$ cat src/rtl/adder_pkg.sv
// Shared defaults and mode encoding for the segmented pipelined adder.
package adder_pkg;

  localparam int unsigned DEF_WIDTH = 64;
  localparam int unsigned DEF_SEG   = 16;

  typedef enum logic {
    MODE_ADD = 1'b0,
    MODE_SUB = 1'b1
  } add_mode_e;

endpackage

$ cat src/rtl/adder_segment.sv
// One SEG-bit slice of the ripple pipeline: registered sum and carry-out, frozen when en=0.
module adder_segment
  import adder_pkg::*;
#(
  parameter int unsigned SEG = DEF_SEG
) (
  input  logic           clk,
  input  logic           en,
  input  logic [SEG-1:0] a,
  input  logic [SEG-1:0] b,
  input  logic           cin,
  output logic [SEG-1:0] s,
  output logic           cout
);

  logic [SEG:0] res_d;
  logic [SEG:0] res_q;

  always_comb begin
    res_d = {1'b0, a} + {1'b0, b} + (SEG+1)'(cin);
  end

  // Data-only register; validity is tracked by the parent pipeline.
  always_ff @(posedge clk) begin
    if (en) begin
      res_q <= res_d;
    end
  end

  assign s    = res_q[SEG-1:0];
  assign cout = res_q[SEG];

endmodule

$ cat src/rtl/pipelined_adder.sv
// Carry-pipelined adder/subtractor: one SEG-bit slice per stage, skewed operands, aligned sum.
module pipelined_adder
  import adder_pkg::*;
#(
  parameter int unsigned WIDTH = DEF_WIDTH,
  parameter int unsigned SEG   = DEF_SEG
) (
  input  logic             clk,
  input  logic             rst,
  input  logic             in_valid,
  output logic             in_ready,
  input  logic [WIDTH-1:0] a,
  input  logic [WIDTH-1:0] b,
  input  logic             cin,
  input  logic             sub,
  output logic             out_valid,
  input  logic             out_ready,
  output logic [WIDTH-1:0] sum,
  output logic             cout,
  output logic             ovf
);

  localparam int unsigned NSEG = WIDTH / SEG;

  add_mode_e        mode_c;
  logic [WIDTH-1:0] b_op_c;
  logic             stall_c;
  logic             en_c;
  logic [NSEG:0]    carry_c;
  logic [WIDTH-1:0] sum_algn_c;
  logic             a_top_c;
  logic             b_top_c;

  logic [NSEG-1:0]  v_d, v_q;
  logic             out_valid_d, out_valid_q;
  logic [WIDTH-1:0] sum_d, sum_q;
  logic             cout_d, cout_q;
  logic             ovf_d, ovf_q;
  logic             a_msb_d, a_msb_q;
  logic             b_msb_d, b_msb_q;

  assign mode_c     = add_mode_e'(sub);
  assign b_op_c     = (mode_c == MODE_SUB) ? ~b : b;
  assign carry_c[0] = (mode_c == MODE_SUB) ? 1'b1 : cin;
  assign stall_c    = out_valid_q & ~out_ready;
  assign en_c       = ~stall_c;
  assign in_ready   = ~stall_c;

  for (genvar j = 0; j < NSEG; j++) begin : g_seg
    localparam int unsigned DLY_OUT = NSEG - 1 - j;

    logic [SEG-1:0] a_in_c;
    logic [SEG-1:0] b_in_c;
    logic [SEG-1:0] s_c;

    // Slice j sees its operands j cycles late so the carry from slice j-1 is ready.
    if (j == 0) begin : g_no_skew
      assign a_in_c = a[SEG-1:0];
      assign b_in_c = b_op_c[SEG-1:0];
    end else begin : g_skew
      logic [SEG-1:0] a_dly_d [j];
      logic [SEG-1:0] a_dly_q [j];
      logic [SEG-1:0] b_dly_d [j];
      logic [SEG-1:0] b_dly_q [j];

      always_comb begin
        a_dly_d[0] = a[j*SEG +: SEG];
        b_dly_d[0] = b_op_c[j*SEG +: SEG];
        for (int i = 1; i < j; i++) begin
          a_dly_d[i] = a_dly_q[i-1];
          b_dly_d[i] = b_dly_q[i-1];
        end
      end

      always_ff @(posedge clk) begin
        if (en_c) begin
          a_dly_q <= a_dly_d;
          b_dly_q <= b_dly_d;
        end
      end

      assign a_in_c = a_dly_q[j-1];
      assign b_in_c = b_dly_q[j-1];
    end

    adder_segment #(.SEG(SEG)) u_seg (
      .clk  (clk),
      .en   (en_c),
      .a    (a_in_c),
      .b    (b_in_c),
      .cin  (carry_c[j]),
      .s    (s_c),
      .cout (carry_c[j+1])
    );

    // Early slices wait here until the top slice finishes.
    if (DLY_OUT == 0) begin : g_no_align
      assign sum_algn_c[j*SEG +: SEG] = s_c;
    end else begin : g_align
      logic [SEG-1:0] s_dly_d [DLY_OUT];
      logic [SEG-1:0] s_dly_q [DLY_OUT];

      always_comb begin
        s_dly_d[0] = s_c;
        for (int i = 1; i < int'(DLY_OUT); i++) begin
          s_dly_d[i] = s_dly_q[i-1];
        end
      end

      always_ff @(posedge clk) begin
        if (en_c) begin
          s_dly_q <= s_dly_d;
        end
      end

      assign sum_algn_c[j*SEG +: SEG] = s_dly_q[DLY_OUT-1];
    end

    if (j == NSEG - 1) begin : g_top_sign
      assign a_top_c = a_in_c[SEG-1];
      assign b_top_c = b_in_c[SEG-1];
    end
  end

  always_comb begin
    v_d         = v_q;
    out_valid_d = out_valid_q;
    sum_d       = sum_q;
    cout_d      = cout_q;
    ovf_d       = ovf_q;
    a_msb_d     = a_msb_q;
    b_msb_d     = b_msb_q;
    if (en_c) begin
      v_d         = NSEG'({v_q, in_valid});
      out_valid_d = v_q[NSEG-1];
      a_msb_d     = a_top_c;
      b_msb_d     = b_top_c;
      // Bubbles leave the last delivered result on the outputs.
      if (v_q[NSEG-1]) begin
        sum_d  = sum_algn_c;
        cout_d = carry_c[NSEG];
        ovf_d  = (a_msb_q == b_msb_q) && (sum_algn_c[WIDTH-1] != a_msb_q);
      end
    end
  end

  always_ff @(posedge clk) begin
    if (rst) begin
      v_q         <= '0;
      out_valid_q <= 1'b0;
      sum_q       <= '0;
      cout_q      <= 1'b0;
      ovf_q       <= 1'b0;
    end else begin
      v_q         <= v_d;
      out_valid_q <= out_valid_d;
      sum_q       <= sum_d;
      cout_q      <= cout_d;
      ovf_q       <= ovf_d;
    end
  end

  always_ff @(posedge clk) begin
    a_msb_q <= a_msb_d;
    b_msb_q <= b_msb_d;
  end

  assign out_valid = out_valid_q;
  assign sum       = sum_q;
  assign cout      = cout_q;
  assign ovf       = ovf_q;

endmodule

$ cat config.mk
export PLATFORM = sky130hd
export DESIGN_NAME = pipelined_adder
export DESIGN_NICKNAME = d
export VERILOG_FILES = /design/src/rtl/adder_pkg.sv /design/src/rtl/adder_segment.sv /design/src/rtl/pipelined_adder.sv
export SDC_FILE = /design/constraint.sdc
export NUM_CORES = 1
export LEC_CHECK = 0
export ABC_AREA = 1
export BUFFER_PORTS_ARGS = -buffer_cell sky130_fd_sc_hd__buf_2
export CAP_MARGIN = 25
export CORE_MARGIN = 2
export CORE_UTILIZATION = 41
export DETAILED_ROUTE_END_ITERATION = 6
export GPL_TIMING_DRIVEN = 0
export PLACE_DENSITY_LB_ADDON = 0.2
export SKIP_CTS_REPAIR_TIMING = 1
export SYNTH_ARGS = -nofsm -noshare
export SYNTH_HDL_FRONTEND = slang
export SYNTH_SLANG_ARGS = --single-unit
export TNS_END_PERCENT = 100
$ cat constraint.sdc
create_clock -name clk -period 3.5 [get_ports clk]
set_input_delay 0.35 -clock clk [delete_from_list [all_inputs] [get_ports clk]]
set_output_delay 0.35 -clock clk [all_outputs]
set_load 0.01 [all_outputs]
==> results.yml <==
timing:
  period_share: 0.894
  finClkSkew_ns: 0.0233
  setup_viol: 0
  period_minus_slack_ns: 3.13
  whs_ns: 0.0305
  fmax_ghz: 0.319
  max_slew.worst_pin.slew_ns: 1.03
  maxSlewHeadroom: 0.312
  finalHoldViolCount: 0
  rsz0062_at_grt: "no"
  finalMaxSlewViolations: 0
pwr:
  powerDensity_nw_per_um2: 602
  power.total_w: 0.0128
  power_leakage_nw: 9.45
  vdd_drop_max_mv: 0.386
layout:
  syn_to_final_growth_pct: 20.8
  nNetsFinal: 1989
  multi_input_area_sq_um: 4630
  drive_above_1_share: 0.161
  fillers: 3797
  regArea_sq_um: 12200
  n_antenna_cell: 0
outcome:
  status: "finished clean"
critical_path:
  critPathMaxFanout: 203
  cp.arrival_ns: 2.78
  end_kind: "output pin"
  startpoint_type: "flop"
  crit_type: "flop to output pin"
  required_ns: 3.15
floorplanning:
  ios: 202
  rows: 75
  initial_utilization: 0.418
  dieWidth_microns: 211
  coreArea_sq_um: 42200
  dieArea_sq_um: 44700
  die_h_microns: 211
global_routing:
  grt-busiest-layer: "met2"
  grt_use_total: 0.148
  globalRouteMet2Util: 0.249
  grt_max_degree: 204
  grt_pass1_wl_microns: 51200
  gr-total-overflow: 0
  use_met1: 0.184
  grt_pass1_vias: 10313
  use_met3: 0.0366
  antenna_found_initial: 0
synth:
  synth_top_family_by_area: "simple AND/OR/NAND/NOR gates"
  yosysSeqAreaShare: 0.690
  synthSimpleGateAreaFrac: 0.133
  synth-seq-cells: 429
  synth-xor-area-share: 0.0457
  synthAdderAreaFrac: 0.0516
  yosys.area.top_type: "edfxtp_1"
  synth_area_leaders: "edfxtp_1, nand2_1, dfxtp_1, xor2_1, ha_1"
  synthMuxAreaShare: 0
  synthCells: 1492
  ys_types: 28
  synth_compound_area_frac: 0.0321
  synth.top_cell.area_share: 0.609
  ys_warn_count: 0
  netlist_area_sq_um: 17600
  syn_area_per_cell_sq_um: 11.8
  synth_nets: 1694
place:
  io_buffers: 199
  hpwlAfterDp_microns: 22800
  gp_congestion: 0.821
cts:
  root_buffer: "clkbuf_16"
  cts_buffers: 45
  clock-sinks: 429
  cts-htree-levels: 2
  insertion_delay_ns: 0.57
  cts_tree: "done"
  clockBufferDepth: 3
  clk_pin_slew_worst_paths_ns: 0.06
routing:
  wl_per_cell_microns: 13.8
  via_per_inst: 4.52
  drtIter0Drc: 610
  dr.pass1.iters: 5
  vias: 10679
  drc_errors: 0
  ant_nets: 0
  routed_wl_microns: 32600
worst_hold_path:
  hold_path_class: "input port to flop"
flow_run:
  drv_cap: 0
-- metal layers --
layer  share of wire  vias to the layer above
met5               0                        -
met4           0.024                        0
met3           0.057                       51
met2            0.48                      208
met1            0.44                     4866
li1                -                     5554
-- metrics by stage --
| step | util | cell area [sq um] | std cells | setup slack, ns | setup TNS (ns) |
|---|---|---|---|---|---|
| final | 0.504 | 21300 | 2361 | 0.370 | 0 |
| after global routing | 0.504 | 21300 | 2361 | 0.171 | 0 |
| after CTS | 0.493 | 20800 | 2314 | 0.284 | 0 |
| after detailed placement | 0.459 | 19400 | 2232 | 0.589 | 0 |
| after global placement | 0.457 | 19300 | 2230 | -1.36 | -315.15 |
| after floorplan | - | 17600 | 1492 | 0.0421 | 0 |
-- registers in the layout, summed over array words and instances (netlist names) --
register / cells
a_msb_q: 1
b_msb_q: 1
cout: 1
g_seg.a_in_c: 48
g_seg.b_in_c: 48
g_seg.g_align.s_dly_d: 48
g_seg.g_align.s_dly_q: 48
g_seg.g_skew.a_dly_d: 48
g_seg.g_skew.b_dly_d: 48
g_seg.u_seg.res_q: 68
out_valid: 1
ovf: 1
sum: 64
v_q: 4
-- Yosys cell counts (all sizes together) --
master / n
nand2: 475
edfxtp: 358
inv: 173
a21oi: 101
xor2: 88
dfxtp: 71
ha: 60
nand3: 47
nor2: 41
buf: 21
nor3: 14
clkbuf: 8
fa: 8
nand4: 5
nand3b: 4
or2: 4
xnor2: 4
o21ai: 3
o21bai: 3
a211oi: 2
and2: 1
o31ai: 1
-- critical path, cell delays in order, from the launching register on --
cell and delay [ns]:
dfxtp_1 0.31, inv_1 0.09, nor2_4 0.08, inv_16 0.06, buf_16 0.59, buf_16 0.51, buf_2 0.26
-- cell usage in the layout, fill, tap and decap left out, types with 4 or more instances in the layout --
cell type,netlist,layout
nand3b_1,4,4
buf_6,6,6
clkinvlp_4,0,6
ha_1,60,60
or2_2,4,4
dlygate4sd3_1,0,47
fa_1,8,8
a21oi_1,101,101
xor2_1,88,88
nand2_1,474,474
xnor2_1,4,4
nor3_1,14,14
buf_4,4,4
buf_2,11,210
clkbuf_16,0,45
nor2_1,40,40
nand4_1,5,5
edfxtp_1,358,358
clkinv_1,0,9
nand3_1,47,47
bufinv_16,0,5
inv_1,171,171
dfxtp_1,71,71
clkbuf_1,8,17
-- cell families after synthesis --
logic type	after synthesis
xor gates and xnor gates	92
DFF	429
adders and majority gates	68
and+or+nand+nor	591
buffers and inverters	202
AOI/OAI and AO/OA	110
-- final cells by class --
class	count	share of cell area
Inverter	173	0.0313
Sequential cell	429	0.571
Clock buffer	55	0.0551
Timing Repair Buffer	248	0.0714
Tap cell	539	0.0317
Buffer	29	0.00858
Multi-Input combinational cell	861	0.217
Clock inverter	27	0.0131
-- where the power goes --
part	internal, W	switching [W]	leakage [nW]
Combinational	0.000542	0.000833	4.38
Sequential	0.00656	0.000211	4.38
Clock	0.00276	0.00191	0.687
-- final timing paths --
kind / endpoint / slack (ns) / start / depth (start not counted)
setup / recovery: in_ready / 0.37 / out_valid$_SDFFE_PP0N_ / 6
setup reg to reg: g_seg[1].b_in_c[2]$_DFFE_PN_ / 1.14 / out_valid$_SDFFE_PP0N_ / 5
hold reg to reg: g_seg[2].g_align.s_dly_q[6]$_DFFE_PN_ / 0.41 / g_seg[2].u_seg.res_q[6]$_DFFE_PN_ / 0
hold / removal: g_seg[2].g_skew.a_dly_d[4]$_DFFE_PN_ / 0.03 / a[36] / 1
No activity file was read; power rests on OpenSTA's default activity.
